==> src/rtl/latch_wr_seq.sv <==
// Write sequencer for a bank of level-sensitive D latches: each accepted write
// sets up the shared D bus, pulses one enable, then holds D before taking the next.
module latch_wr_seq #(
  parameter int unsigned DW    = 8,
  parameter int unsigned NUM   = 4,
  parameter int unsigned AW    = 2,
  parameter int unsigned SETUP = 1,
  parameter int unsigned PULSE = 2,
  parameter int unsigned HOLD  = 1
) (
  input  logic              clk,
  input  logic              rst,
  input  logic              in_valid,
  output logic              in_ready,
  input  logic [AW-1:0]     in_addr,
  input  logic [DW-1:0]     in_data,
  output logic [DW-1:0]     lat_d,
  output logic [NUM-1:0]    lat_en,
  output logic              busy,
  output logic              err,
  output logic [15:0]       wr_cnt
);

  localparam int unsigned MAX_SP = (SETUP > PULSE) ? SETUP : PULSE;
  localparam int unsigned MAX_C  = (MAX_SP > HOLD) ? MAX_SP : HOLD;
  localparam int unsigned CW     = (MAX_C > 1) ? $clog2(MAX_C) : 1;

  typedef enum logic [1:0] {
    ST_IDLE  = 2'd0,
    ST_SETUP = 2'd1,
    ST_PULSE = 2'd2,
    ST_HOLD  = 2'd3
  } state_t;

  state_t          state, state_nxt;
  logic [CW-1:0]   cnt, cnt_nxt;
  logic [AW-1:0]   addr, addr_nxt;
  logic [DW-1:0]   lat_d_nxt;
  logic [NUM-1:0]  lat_en_nxt;
  logic            err_nxt;
  logic            wr_done;
  logic            addr_ok;

  assign addr_ok = (32'(in_addr) < NUM);

  // State register and registered outputs
  always_ff @(posedge clk) begin
    if (rst) begin
      state    <= ST_IDLE;
      cnt      <= '0;
      addr     <= '0;
      lat_d    <= '0;
      lat_en   <= '0;
      in_ready <= 1'b1;
      busy     <= 1'b0;
      err      <= 1'b0;
      wr_cnt   <= '0;
    end else begin
      state    <= state_nxt;
      cnt      <= cnt_nxt;
      addr     <= addr_nxt;
      lat_d    <= lat_d_nxt;
      lat_en   <= lat_en_nxt;
      in_ready <= (state_nxt == ST_IDLE);
      busy     <= (state_nxt != ST_IDLE);
      err      <= err_nxt;
      wr_cnt   <= wr_cnt + 16'(wr_done);
    end
  end

  // Next-state, counter and next-output decode
  always_comb begin
    state_nxt  = state;
    cnt_nxt    = cnt;
    addr_nxt   = addr;
    lat_d_nxt  = lat_d;
    lat_en_nxt = '0;
    err_nxt    = 1'b0;
    wr_done    = 1'b0;

    case (state)
      ST_IDLE: begin
        if (in_valid) begin
          if (addr_ok) begin
            addr_nxt  = in_addr;
            lat_d_nxt = in_data;
            cnt_nxt   = CW'(SETUP - 1);
            state_nxt = ST_SETUP;
          end else begin
            err_nxt = 1'b1;
          end
        end
      end
      ST_SETUP: begin
        if (cnt == '0) begin
          cnt_nxt   = CW'(PULSE - 1);
          state_nxt = ST_PULSE;
        end else begin
          cnt_nxt = cnt - CW'(1);
        end
      end
      ST_PULSE: begin
        if (cnt == '0) begin
          cnt_nxt   = CW'(HOLD - 1);
          state_nxt = ST_HOLD;
        end else begin
          cnt_nxt = cnt - CW'(1);
        end
      end
      ST_HOLD: begin
        if (cnt == '0) begin
          wr_done   = 1'b1;
          state_nxt = ST_IDLE;
        end else begin
          cnt_nxt = cnt - CW'(1);
        end
      end
      default: state_nxt = ST_IDLE;
    endcase

    // Enable is a pure function of the next state so it can never overlap a D change
    if (state_nxt == ST_PULSE) begin
      lat_en_nxt = NUM'(1) << addr_nxt;
    end
  end

endmodule

==> config.mk <==
export PLATFORM = sky130hd
export DESIGN_NAME = latch_wr_seq
export DESIGN_NICKNAME = d
export VERILOG_FILES = /design/src/rtl/latch_wr_seq.sv
export SDC_FILE = /design/constraint.sdc
export NUM_CORES = 1
export LEC_CHECK = 0
export ABC_AREA = 1
export CORE_MARGIN = 5
export CORE_UTILIZATION = 41
export DETAILED_ROUTE_END_ITERATION = 8
export PLACE_DENSITY = 0.75
export SYNTH_ARGS = -nofsm -noshare
export SYNTH_HDL_FRONTEND = slang
export SYNTH_SLANG_ARGS = --single-unit
==> constraint.sdc <==
create_clock -name clk -period 1.7 [get_ports clk]
set_clock_uncertainty 0.2 [all_clocks]
set_input_delay 0.34 -clock clk [delete_from_list [all_inputs] [get_ports clk]]
set_output_delay 0.34 -clock clk [all_outputs]
set_load 0.02 [all_outputs]
==> results of run 1 <==
==> layer usage <==
layer / vias to the layer above / wire length, um / GRT usage
li1: 729 / - / -
met1: 586 / 1610 / 0.190
met2: 43 / 1480 / 0.220
met3: 4 / 215 / 0.0488
met4: 0 / 35 / 0.0638
met5: - / 0 / 0
==> cell type report <==
| class | count | share of cell area |
|---|---|---|
| Multi-Input combinational cell | 126 | 0.320 |
| Inverter | 29 | 0.0507 |
| Sequential cell | 35 | 0.328 |
| Tap cell | 46 | 0.0268 |
| Clock inverter | 2 | 0.0163 |
| Timing Repair Buffer | 58 | 0.234 |
| Clock buffer | 6 | 0.0239 |
==> worst paths after layout <==
check                   startpoint               endpoint  slack (ns)  depth (start not counted)
min          wr_cnt[15]$_SDFF_PP0_  wr_cnt[15]$_SDFF_PP0_        0.28                          2
min reg2reg  wr_cnt[15]$_SDFF_PP0_  wr_cnt[15]$_SDFF_PP0_        0.28                          2
max               cnt$_SDFFE_PP0P_  wr_cnt[14]$_SDFF_PP0_        0.04                         11
max reg2reg       cnt$_SDFFE_PP0P_  wr_cnt[14]$_SDFF_PP0_        0.04                         11
==> cells in the mapped netlist <==
master,count
nor2_1,37
dfxtp_1,35
nand2_1,28
inv_1,24
o21ai_0,16
a21oi_1,10
nand3_1,7
inv_2,5
nor2_2,5
nand2_2,4
o21ai_1,4
buf_4,2
ha_1,2
nand3_2,2
nand4_1,2
nor2_4,2
a211oi_1,1
a21oi_2,1
a31oi_1,1
buf_2,1
buf_6,1
clkbuf_1,1
conb_1,1
nand3_4,1
nand3b_1,1
o21a_1,1
==> cells by family after synthesis <==
group	after synthesis	synth area share
AO/OA/AOI/OAI	34	0.123
adder cells (fa/ha/maj)	2	0.0170
buffers and inverters	34	0.0980
flip-flops	35	0.477
other	1	0.00255
AND/OR/NAND/NOR	89	0.283
==> flip-flops by register name (all words and copies together), names as in the netlist <==
signal    cells
addr          2
busy          1
cnt           1
in_ready      1
lat_d         8
lat_en        4
state         2
wr_cnt       16
==> worst register-to-register path, stage by stage (launching register included) <==
cell	delay (ns)
dfxtp_2	0.34
inv_2	0.05
nand3_2	0.08
inv_2	0.09
ha_4	0.14
ha_4	0.13
nand2_4	0.06
nor2_4	0.15
nand3_4	0.11
nor2_1	0.11
nor2_1	0.05
nor2_1	0.10
==> power groups by stage <==
stage	clock, mW	sequential, mW	combinational [mW]
after global routing	0.688	0.925	0.443
final	0.626	0.917	0.399
after global placement	0	0.933	0.425
after detailed placement	0	0.935	0.429
after floorplan	0	1.00	0.187
after CTS	0.645	0.917	0.400
==> timing repair <==
item	in CTS	in global routing
buffers inserted	1	0
resized for setup	38	12
endpoints found under the setup margin	35	13
cloned	0	0
pin swaps	2	5
==> per-stage QoR <==
step                      power, mW  hold WS [ns]  instance area (um^2)  TNS (ns)  worst slack, ns
after floorplan                1.19         0.218                  1470         0           0.0450
after global placement         1.36         0.263                  2020    -0.121          -0.0358
after detailed placement       1.36         0.269                  2020    -0.206          -0.0581
after CTS                      1.96         0.283                  2120         0          0.00343
after global routing           2.06         0.309                  2150    -0.218          -0.0554
final                          1.94         0.280                  2150         0           0.0384
==> results.md, run 1 <==
* Slowest-stage cell, CP: dfxtp_2
* CP dominant cell by count: nor2_1
* Global route overflow at 0
* Leakage at about 1.0 nW
* Syn_nets at 210
* Synth area leader: dfxtp_1
* CTS clk-pin slew, worst paths at 0.10 ns
* Synth warn at 0
* Max-Cap Viols at 0
* Flop pwr share at 0.472
* Clock share of power at 0.322
* Post-route ant nets at 0
* Cts bufs inserted at 5
* Clk buf depth at 2
* Crit Path Category: reg -> reg
* Internal power at around 1.4 mW
* Most common cell after layout, fill and taps aside: nor2_1
* Die span in y at 69.9 um
* Cells after Synth at 195
* Core Area at 3390 um^2
* Final RePlAce weighted congestion at 0.793
* Worst Hold Class: reg -> reg
* Gate power share at 0.205
* Min Tclk post-route at 1.66 ns
* Top cell type's share of synthesized area at 0.477
* Net Switching at 0.541 mW
* Storage cell area at 704 um^2
* Worst path bufs/invs at 2
* Detailed placement HPWL at about 2400 um
* Via-to-Cell Ratio at 4.51
* Via count at 1362
* CTS tree: done
* F_max at 0.602 GHz
* Clock sink count at 35
* Largest net degree at the start of global routing at 17
* Synth unique cells at 26
* Initial antenna violation count at 0
* Peak supply drop at just under 500 uV
* Pwr dens at a little over 900 nW/um^2
* Avg Synthesized Cell Area at 7.53 um^2
* FILL cells at 314
* Mapped Area at 1470 um^2
* Placed insts at 293
* Clock Latency Late Sink at 0.34 ns
* Crit path cell chain: inv_2, nand3_2, inv_2, ha_4, ha_4, nand2_4, nor2_4, nand3_4, nor2_1, nor2_1, nor2_1
* DRC viols at 0
* Final Hold Vio Count at 0
* Die area at 4880 um^2
* Initial Utilization at 0.433
* Crit-path max FO at 4
* Die width at 69.9 um
* Crit path arrival time at 1.74 ns
* Critical Path End Type: flip-flop
* Multi-input logic area at 686 um^2
* Most frequent cells in the layout: nor2_1 (36), dfxtp_1 (32), dlygate4sd2_1 (30), nand2_1 (26), inv_1 (21)
* CP startpoint kind: flip-flop
* Fin. max-slew vios at 0
* Period utilization at 0.977
* Drt pass-1 iters at 5
* Vias in the first global route at between 1000 and 1500
* Sequential area share after synthesis at 0.477
* Final #Nets at between 200 and 300
* Top delay family on crit path: simple AND/OR/NAND/NOR gates
* RSZ-0062 raised after global routing: true
* PortBufs at 42
* Post-Route Utilization at 0.633
* Std-Cell Rows at 21
* Synth Register Bits at 35
* Switching share of power at 0.278
* Gr usage total at 0.147
* H-tree Lvls at 2
* DR WL/cell at ~11 um
* Ant diodes at 0
* Top cells by area, synth: dfxtp_1 (48%), nor2_1 (9.5%), nand2_1 (7.2%), inv_1 (6.1%), o21ai_0 (5.5%)
* First-pass GRT wire length at 5740 um
* Cell Count, Final, Fillers Out at 302
* Root buf cell: clkbuf_4
* Final setup fails at 0
* Top-Level Pins at 44
* Slowest Stage Delay on Critical Path at 0.34 ns
* Share of layout cells above drive strength 1 at 0.223
* DRT Wirelength at 3340 um
* Initial DRC Count at 76
* Hold_buf cts at 0
* Status: finished clean
* CP Data Required Time at 1.78 ns
* Layout area overhead at 46.1%
No activity file was read; power rests on OpenSTA's default activity.
==> run 2: changes to the inputs <==
--- a/config.mk
+++ b/config.mk
@@ -10,6 +10,7 @@
 export CORE_UTILIZATION = 41
 export DETAILED_ROUTE_END_ITERATION = 8
 export PLACE_DENSITY = 0.75
+export RECOVER_POWER = 50
 export SYNTH_ARGS = -nofsm -noshare
 export SYNTH_HDL_FRONTEND = slang
 export SYNTH_SLANG_ARGS = --single-unit
==> run 2 against run 1 <==
Register-to-register slack about the same. Non-clock buffer count unchanged. Flip-flop and latch count unchanged. Sequential share of layout area up 0.12 points. Global-route usage unchanged. First-iteration DRC count unchanged. Power down 0.23%. Clock-buffer cell count unchanged. Via count up 0.66%. Die area unchanged. Final cell count unchanged. Largest cell class unchanged.
==> results.md, run 2 (synthesis results as in run 1) <==
* F_max at 0.600 GHz (was 0.602 GHz)
* Die area at 4880 um^2 (unchanged)
* Critical Path End Type: flip-flop (unchanged)
* Core Area at 3390 um^2 (unchanged)
* Fin worst setup slack at 0.0342 ns (was 0.0384 ns)
* Met2 wire length at 1460 um (was 1480 um)
* H-tree Lvls at 2 (unchanged)
* Top-Level Pins at 44 (unchanged)
* Biggest register: wr_cnt (unchanged)
* Pwr dens at 906 nW/um^2 (was 905 nW/um^2)
* First-pass GRT wire length at 5740 um (unchanged)
* Max reg flops at 16 (unchanged)
* Period utilization at 0.980 (was 0.977)
* Status: finished clean (unchanged)
* Root buf cell: clkbuf_4 (unchanged)
* Via count at 1371 (was 1362)
* Fin. max-slew vios at 0 (unchanged)
* Top Layer Used: met4 (unchanged)
* Leakage at 1.01 nW (about the same)
* Die width at 69.9 um (unchanged)
* Placed inst area at 2020 um^2 (unchanged)
* Initial Utilization at 0.433 (unchanged)
* Crit-path max FO at 4 (unchanged)
* Clock Latency Late Sink at 0.34 ns (about the same)
* CP startpoint kind: flip-flop (unchanged)
* FILL cells at 314 (unchanged)
* Worst Hold Class: reg -> reg (unchanged)
* Ant diodes at 0 (unchanged)
* Most frequent cells in the layout: nor2_1 (37), dfxtp_1 (32), dlygate4sd2_1 (30), nand2_1 (26), inv_1 (21) (was nor2_1 (36), dfxtp_1 (32), dlygate4sd2_1 (30), nand2_1 (26), inv_1 (21))
* Gr usage total at 0.147 (unchanged)
* Routed length on met3 at 215 um (unchanged)
* Pwr Total at 1.94 mW (about the same)
* Clock sink count at 35 (unchanged)
* Clk buf depth at 2 (unchanged)
* Cts bufs inserted at 5 (unchanged)
* Crit Path Category: reg -> reg (unchanged)
* Initial antenna violation count at 0 (unchanged)
* Post-route ant nets at 0 (unchanged)
* PortBufs at 42 (unchanged)
* Initial DRC Count at 76 (unchanged)
* Global route overflow at 0 (unchanged)
* Final setup fails at 0 (unchanged)
* CTS clk-pin slew, worst paths at 0.10 ns (about the same)
* Share of layout cells above drive strength 1 at 0.219 (was 0.223)
* Max-Cap Viols at 0 (unchanged)
* Final RePlAce weighted congestion at 0.793 (unchanged)
* DRT Wirelength at 3360 um (was 3340 um)
* Drt pass-1 iters at 5 (unchanged)
* Std-Cell Rows at 21 (unchanged)
* Largest net degree at the start of global routing at 17 (unchanged)
* Peak supply drop at 495 uV (was 496 uV)
* Final Cell Area at 2140 um^2 (was 2150 um^2)
* Top flop regs: wr_cnt: 16 flops, lat_d: 8 flops, lat_en: 4 flops (unchanged)
* Final #Nets at 270 (unchanged)
* Storage cell area at 704 um^2 (unchanged)
* Most common cell after layout, fill and taps aside: nor2_1 (unchanged)
* Crit path arrival time at 1.75 ns (was 1.74 ns)
* DR WL/cell at 11.1 um (was 11.0 um)
* Vias in the first global route at 1260 (unchanged)
* CP Data Required Time at 1.78 ns (about the same)
* Detailed placement HPWL at 2430 um (unchanged)
* RSZ-0062 raised after global routing: true (unchanged)
* Die span in y at 69.9 um (unchanged)
* Min Tclk post-route at 1.67 ns (was 1.66 ns)
* Layout area overhead at 45.6% (was 46.1%)
* Via-to-Cell Ratio at 4.54 (was 4.51)
* Multi-input logic area at 678 um^2 (was 686 um^2)
* Final Hold Vio Count at 0 (unchanged)
* Hold_buf cts at 0 (unchanged)
* CTS tree: done (unchanged)
* Post-Route Utilization at 0.631 (was 0.633)
* WL met1 at 1620 um (was 1610 um)
* FF-to-FF setup slack at 0.03 ns (was 0.04 ns)
* Placed insts at 293 (unchanged)
* Pre-CTS setup slack at -0.0581 ns (unchanged)
* Cell Count, Final, Fillers Out at 302 (unchanged)
* DRC viols at 0 (unchanged)
[run 2: where the power goes]
| group | switching (mW) | internal [mW] |
|---|---|---|
| sequential | 0.0276 | 0.890 |
| combinational | 0.230 | 0.162 |
| clock | 0.281 | 0.347 |
[run 2: area by class of cell]
| type | count | share of cell area |
|---|---|---|
| Sequential cell | 35 | 0.329 |
| Multi-Input combinational cell | 126 | 0.317 |
| Clock buffer | 6 | 0.0240 |
| Tap cell | 46 | 0.0269 |
| Timing Repair Buffer | 58 | 0.235 |
| Inverter | 29 | 0.0509 |
| Clock inverter | 2 | 0.0164 |
[run 2: path summary, 6_finish.rpt]
path,startpoint,cells after the start,to
min reg2reg,wr_cnt[15]$_SDFF_PP0_,2,wr_cnt[15]$_SDFF_PP0_
max,cnt$_SDFFE_PP0P_,11,wr_cnt[14]$_SDFF_PP0_
max reg2reg,cnt$_SDFFE_PP0P_,11,wr_cnt[14]$_SDFF_PP0_
min,wr_cnt[15]$_SDFF_PP0_,2,wr_cnt[15]$_SDFF_PP0_
[run 2: repair_timing]
action                     in CTS  in global routing
gates resized for setup        38                 12
setup endpoints to repair      35                 13
pin swaps                       2                  5
hold endpoints to repair        0                  0
setup buffers                   1                  0
[run 2: worst max-delay path: stages, from the launching register on]
cell     delay [ns]
dfxtp_2        0.34
inv_2          0.05
nand3_2        0.08
inv_2          0.09
ha_4           0.14
ha_4           0.13
nand2_4        0.06
nor2_4         0.15
nand3_4        0.11
nor2_1         0.11
nor2_1         0.05
nor2_1         0.10
[run 2: layer usage]
| metal | GRT usage | vias up |
|---|---|---|
| li1 | - | 728 |
| met1 | 0.190 | 593 |
| met2 | 0.220 | 44 |
| met3 | 0.0488 | 6 |
| met4 | 0.0638 | 0 |
| met5 | 0 | - |
[run 2: stage by stage]
stage	TNS, ns	hold WS (ns)
floorplan	0	0.218
global placement	-0.121	0.263
detailed placement	-0.206	0.269
CTS	0	0.283
global route	-0.218	0.309
finish	0	0.280
==> run 3: changes to the inputs <==
--- a/config.mk
+++ b/config.mk
@@ -9,8 +9,10 @@
 export CORE_MARGIN = 5
 export CORE_UTILIZATION = 41
 export DETAILED_ROUTE_END_ITERATION = 8
-export PLACE_DENSITY = 0.75
+export GPL_TIMING_DRIVEN = 1
+export PLACE_DENSITY = 0.82
 export RECOVER_POWER = 50
+export REMOVE_ABC_BUFFERS = 1
 export SYNTH_ARGS = -nofsm -noshare
 export SYNTH_HDL_FRONTEND = slang
 export SYNTH_SLANG_ARGS = --single-unit
==> run 3 against run 2 <==
Wire length up 3.2%. Non-clock buffer count up 2. Design area down 0.35%. Worst setup slack better by 0.021 ns. Core utilization down 0.22 points. Global-route usage down 0.57 points. Critical path depth down 1. Sequential share of layout area up 0.12 points. Largest power group unchanged.
==> results.md, run 3 (synthesis results as in run 1) <==
* H-tree Lvls at 2 (unchanged)
* CP startpoint kind: flip-flop (unchanged)
* Gate power share at 0.216 (was 0.202)
* Peak supply drop at 555 uV (was 495 uV)
* CP Data Required Time at 1.75 ns (was 1.78 ns)
* Most common cell after layout, fill and taps aside: nor2_1 (unchanged)
* Initial DRC Count at 73 (was 76)
* Initial Utilization at 0.433 (unchanged)
* Crit path arrival time at 1.69 ns (was 1.75 ns)
* Pre-CTS setup slack at -0.0688 ns (was -0.0581 ns)
* Critical Path End Type: flip-flop (unchanged)
* Internal power at 1.23 mW (was 1.40 mW)
* Final setup fails at 0 (unchanged)
* Final RePlAce weighted congestion at 0.779 (was 0.793)
* Pwr Total at 1.76 mW (was 1.94 mW)
* Status: finished clean (unchanged)
* DR WL/cell at 11.4 um (was 11.1 um)
* Max-Cap Viols at 0 (unchanged)
* Most frequent cells in the layout: nor2_1 (37), dfxtp_1 (32), dlygate4sd2_1 (30), nand2_1 (25), inv_1 (23) (was nor2_1 (37), dfxtp_1 (32), dlygate4sd2_1 (30), nand2_1 (26), inv_1 (21))
* Hold Path Origin: wr_cnt[15]$_SDFF_PP0_ (unchanged)
* Setup TNS at 0 ns (unchanged)
* Leakage at 1.01 nW (about the same)
* Worst Hold Class: reg -> reg (unchanged)
* First-pass GRT wire length at 5510 um (was 5740 um)
* Global route overflow at 0 (unchanged)
* PortBufs at 42 (unchanged)
* Initial antenna violation count at 0 (unchanged)
* Min Tclk post-route at 1.64 ns (was 1.67 ns)
* Crit Path Category: reg -> reg (unchanged)
* Fin. max-slew vios at 0 (unchanged)
* Hold_buf cts at 0 (unchanged)
* Vias in the first global route at 1276 (was 1260)
* Clk buf depth at 2 (unchanged)
* Max reg flops at 16 (unchanged)
* Top-Level Pins at 44 (unchanged)
* Std-Cell Rows at 21 (unchanged)
* Switching share of power at 0.298 (was 0.278)
* Net Switching at 0.524 mW (was 0.539 mW)
* Via count at 1418 (was 1371)
* Top flop regs: wr_cnt: 16 flops, lat_d: 8 flops, lat_en: 4 flops (unchanged)
* Die width at 69.9 um (unchanged)
* Die span in y at 69.9 um (unchanged)
* DRT Wirelength at 3470 um (was 3360 um)
* Core Area at 3390 um^2 (unchanged)
* Layout area overhead at 45.1% (was 45.6%)
* Final Hold Vio Count at 0 (unchanged)
* Largest net degree at the start of global routing at 17 (unchanged)
* CTS tree: done (unchanged)
* Ant diodes at 0 (unchanged)
* Reg2reg start: cnt$_SDFFE_PP0P_ (unchanged)
* Clock share of power at 0.262 (was 0.324)
* Flop pwr share at 0.522 (was 0.473)
* Root buf cell: clkbuf_4 (unchanged)
* Crit path from: cnt$_SDFFE_PP0P_ (unchanged)
* Final #Nets at 272 (was 270)
* CTS clk-pin slew, worst paths at 0.10 ns (about the same)
* Detailed placement HPWL at 2560 um (was 2430 um)
* Cts bufs inserted at 5 (unchanged)
* RSZ-0062 raised after global routing: true (unchanged)
* Drt pass-1 iters at 4 (was 5)
* Post-Route Utilization at 0.629 (was 0.631)
* Share of layout cells above drive strength 1 at 0.226 (was 0.219)
* Crit-path max FO at 5 (was 4)
* DRC viols at 0 (unchanged)
* Gr usage total at 0.141 (was 0.147)
* Clock sink count at 35 (unchanged)
* Clock Latency Late Sink at 0.34 ns (about the same)
* Biggest register: wr_cnt (unchanged)
* Period utilization at 0.967 (was 0.980)
* Pwr dens at 826 nW/um^2 (was 906 nW/um^2)
* Die area at 4880 um^2 (unchanged)
* Via-to-Cell Ratio at 4.68 (was 4.54)
* F_max at 0.608 GHz (was 0.600 GHz)
* Post-route ant nets at 0 (unchanged)
* Fin worst setup slack at 0.0557 ns (was 0.0342 ns)
[run 3: changes by cell type in the layout (fill, tap and decap cells not counted), sizes merged]
cell / before / now
bufinv: 1 / 0
clkbuf: 6 / 7
buf: 16 / 17
[run 3: what timing repair did]
action | CTS | global route
setup endpoints to repair | 35 | 9
gates resized for setup | 40 | 15
buffers inserted | 2 | 1
pin swaps | 4 | 5
[run 3: final timing paths]
kind                                         endpoint  slack [ns]  depth (start not counted)
worst max-delay path            wr_cnt[12]$_SDFF_PP0_        0.06                         10
worst min-delay path            wr_cnt[15]$_SDFF_PP0_        0.28                          2
worst max register to register  wr_cnt[12]$_SDFF_PP0_        0.06                         10
worst min register to register  wr_cnt[15]$_SDFF_PP0_        0.28                          2
[run 3: worst max-delay path, stage by stage, from the launching register on]
cell	delay, ns
dfxtp_2	0.34
inv_2	0.05
nand3_2	0.07
inv_2	0.07
ha_4	0.13
ha_4	0.14
nand2_4	0.06
nor2_4	0.16
nand3_4	0.13
o21ai_2	0.15
nor2_1	0.05
[run 3: final cells by class]
type	instances	area, um^2
clock buffers	6	51.3
clock inverters	1	5.00
fillers	311	1260
inverters	29	109
multi-input cells	126	684
flip-flops and latches	35	704
well taps	46	57.6
repair buffers	60	519
[run 3: metal layers]
layer | GRT usage | part of all wire | vias to the layer above
met4 | 0.0681 | 0.023 | 0
met1 | 0.151 | 0.41 | 628
li1 | - | - | 733
met2 | 0.221 | 0.46 | 48
met5 | 0 | 0 | -
met3 | 0.0818 | 0.11 | 9
[run 3: power groups by stage]
stage	clock [mW]	combinational, mW	sequential, mW
final	0.461	0.380	0.919
after global placement	0	0.427	0.934
after detailed placement	0	0.433	0.936
after CTS	0.482	0.405	0.919
after floorplan	0	0.166	1.00
after global routing	0.512	0.430	0.929
[run 3: metrics by stage]
stage | area, um^2 | hold slack (ns) | instances
2_1_floorplan | 1430 | 0.209 | 190
3_3_place_gp | 2020 | 0.260 | 293
3_5_place_dp | 2020 | 0.270 | 293
4_1_cts | 2100 | 0.283 | 302
5_1_grt | 2130 | 0.312 | 303
6_report | 2130 | 0.280 | 303
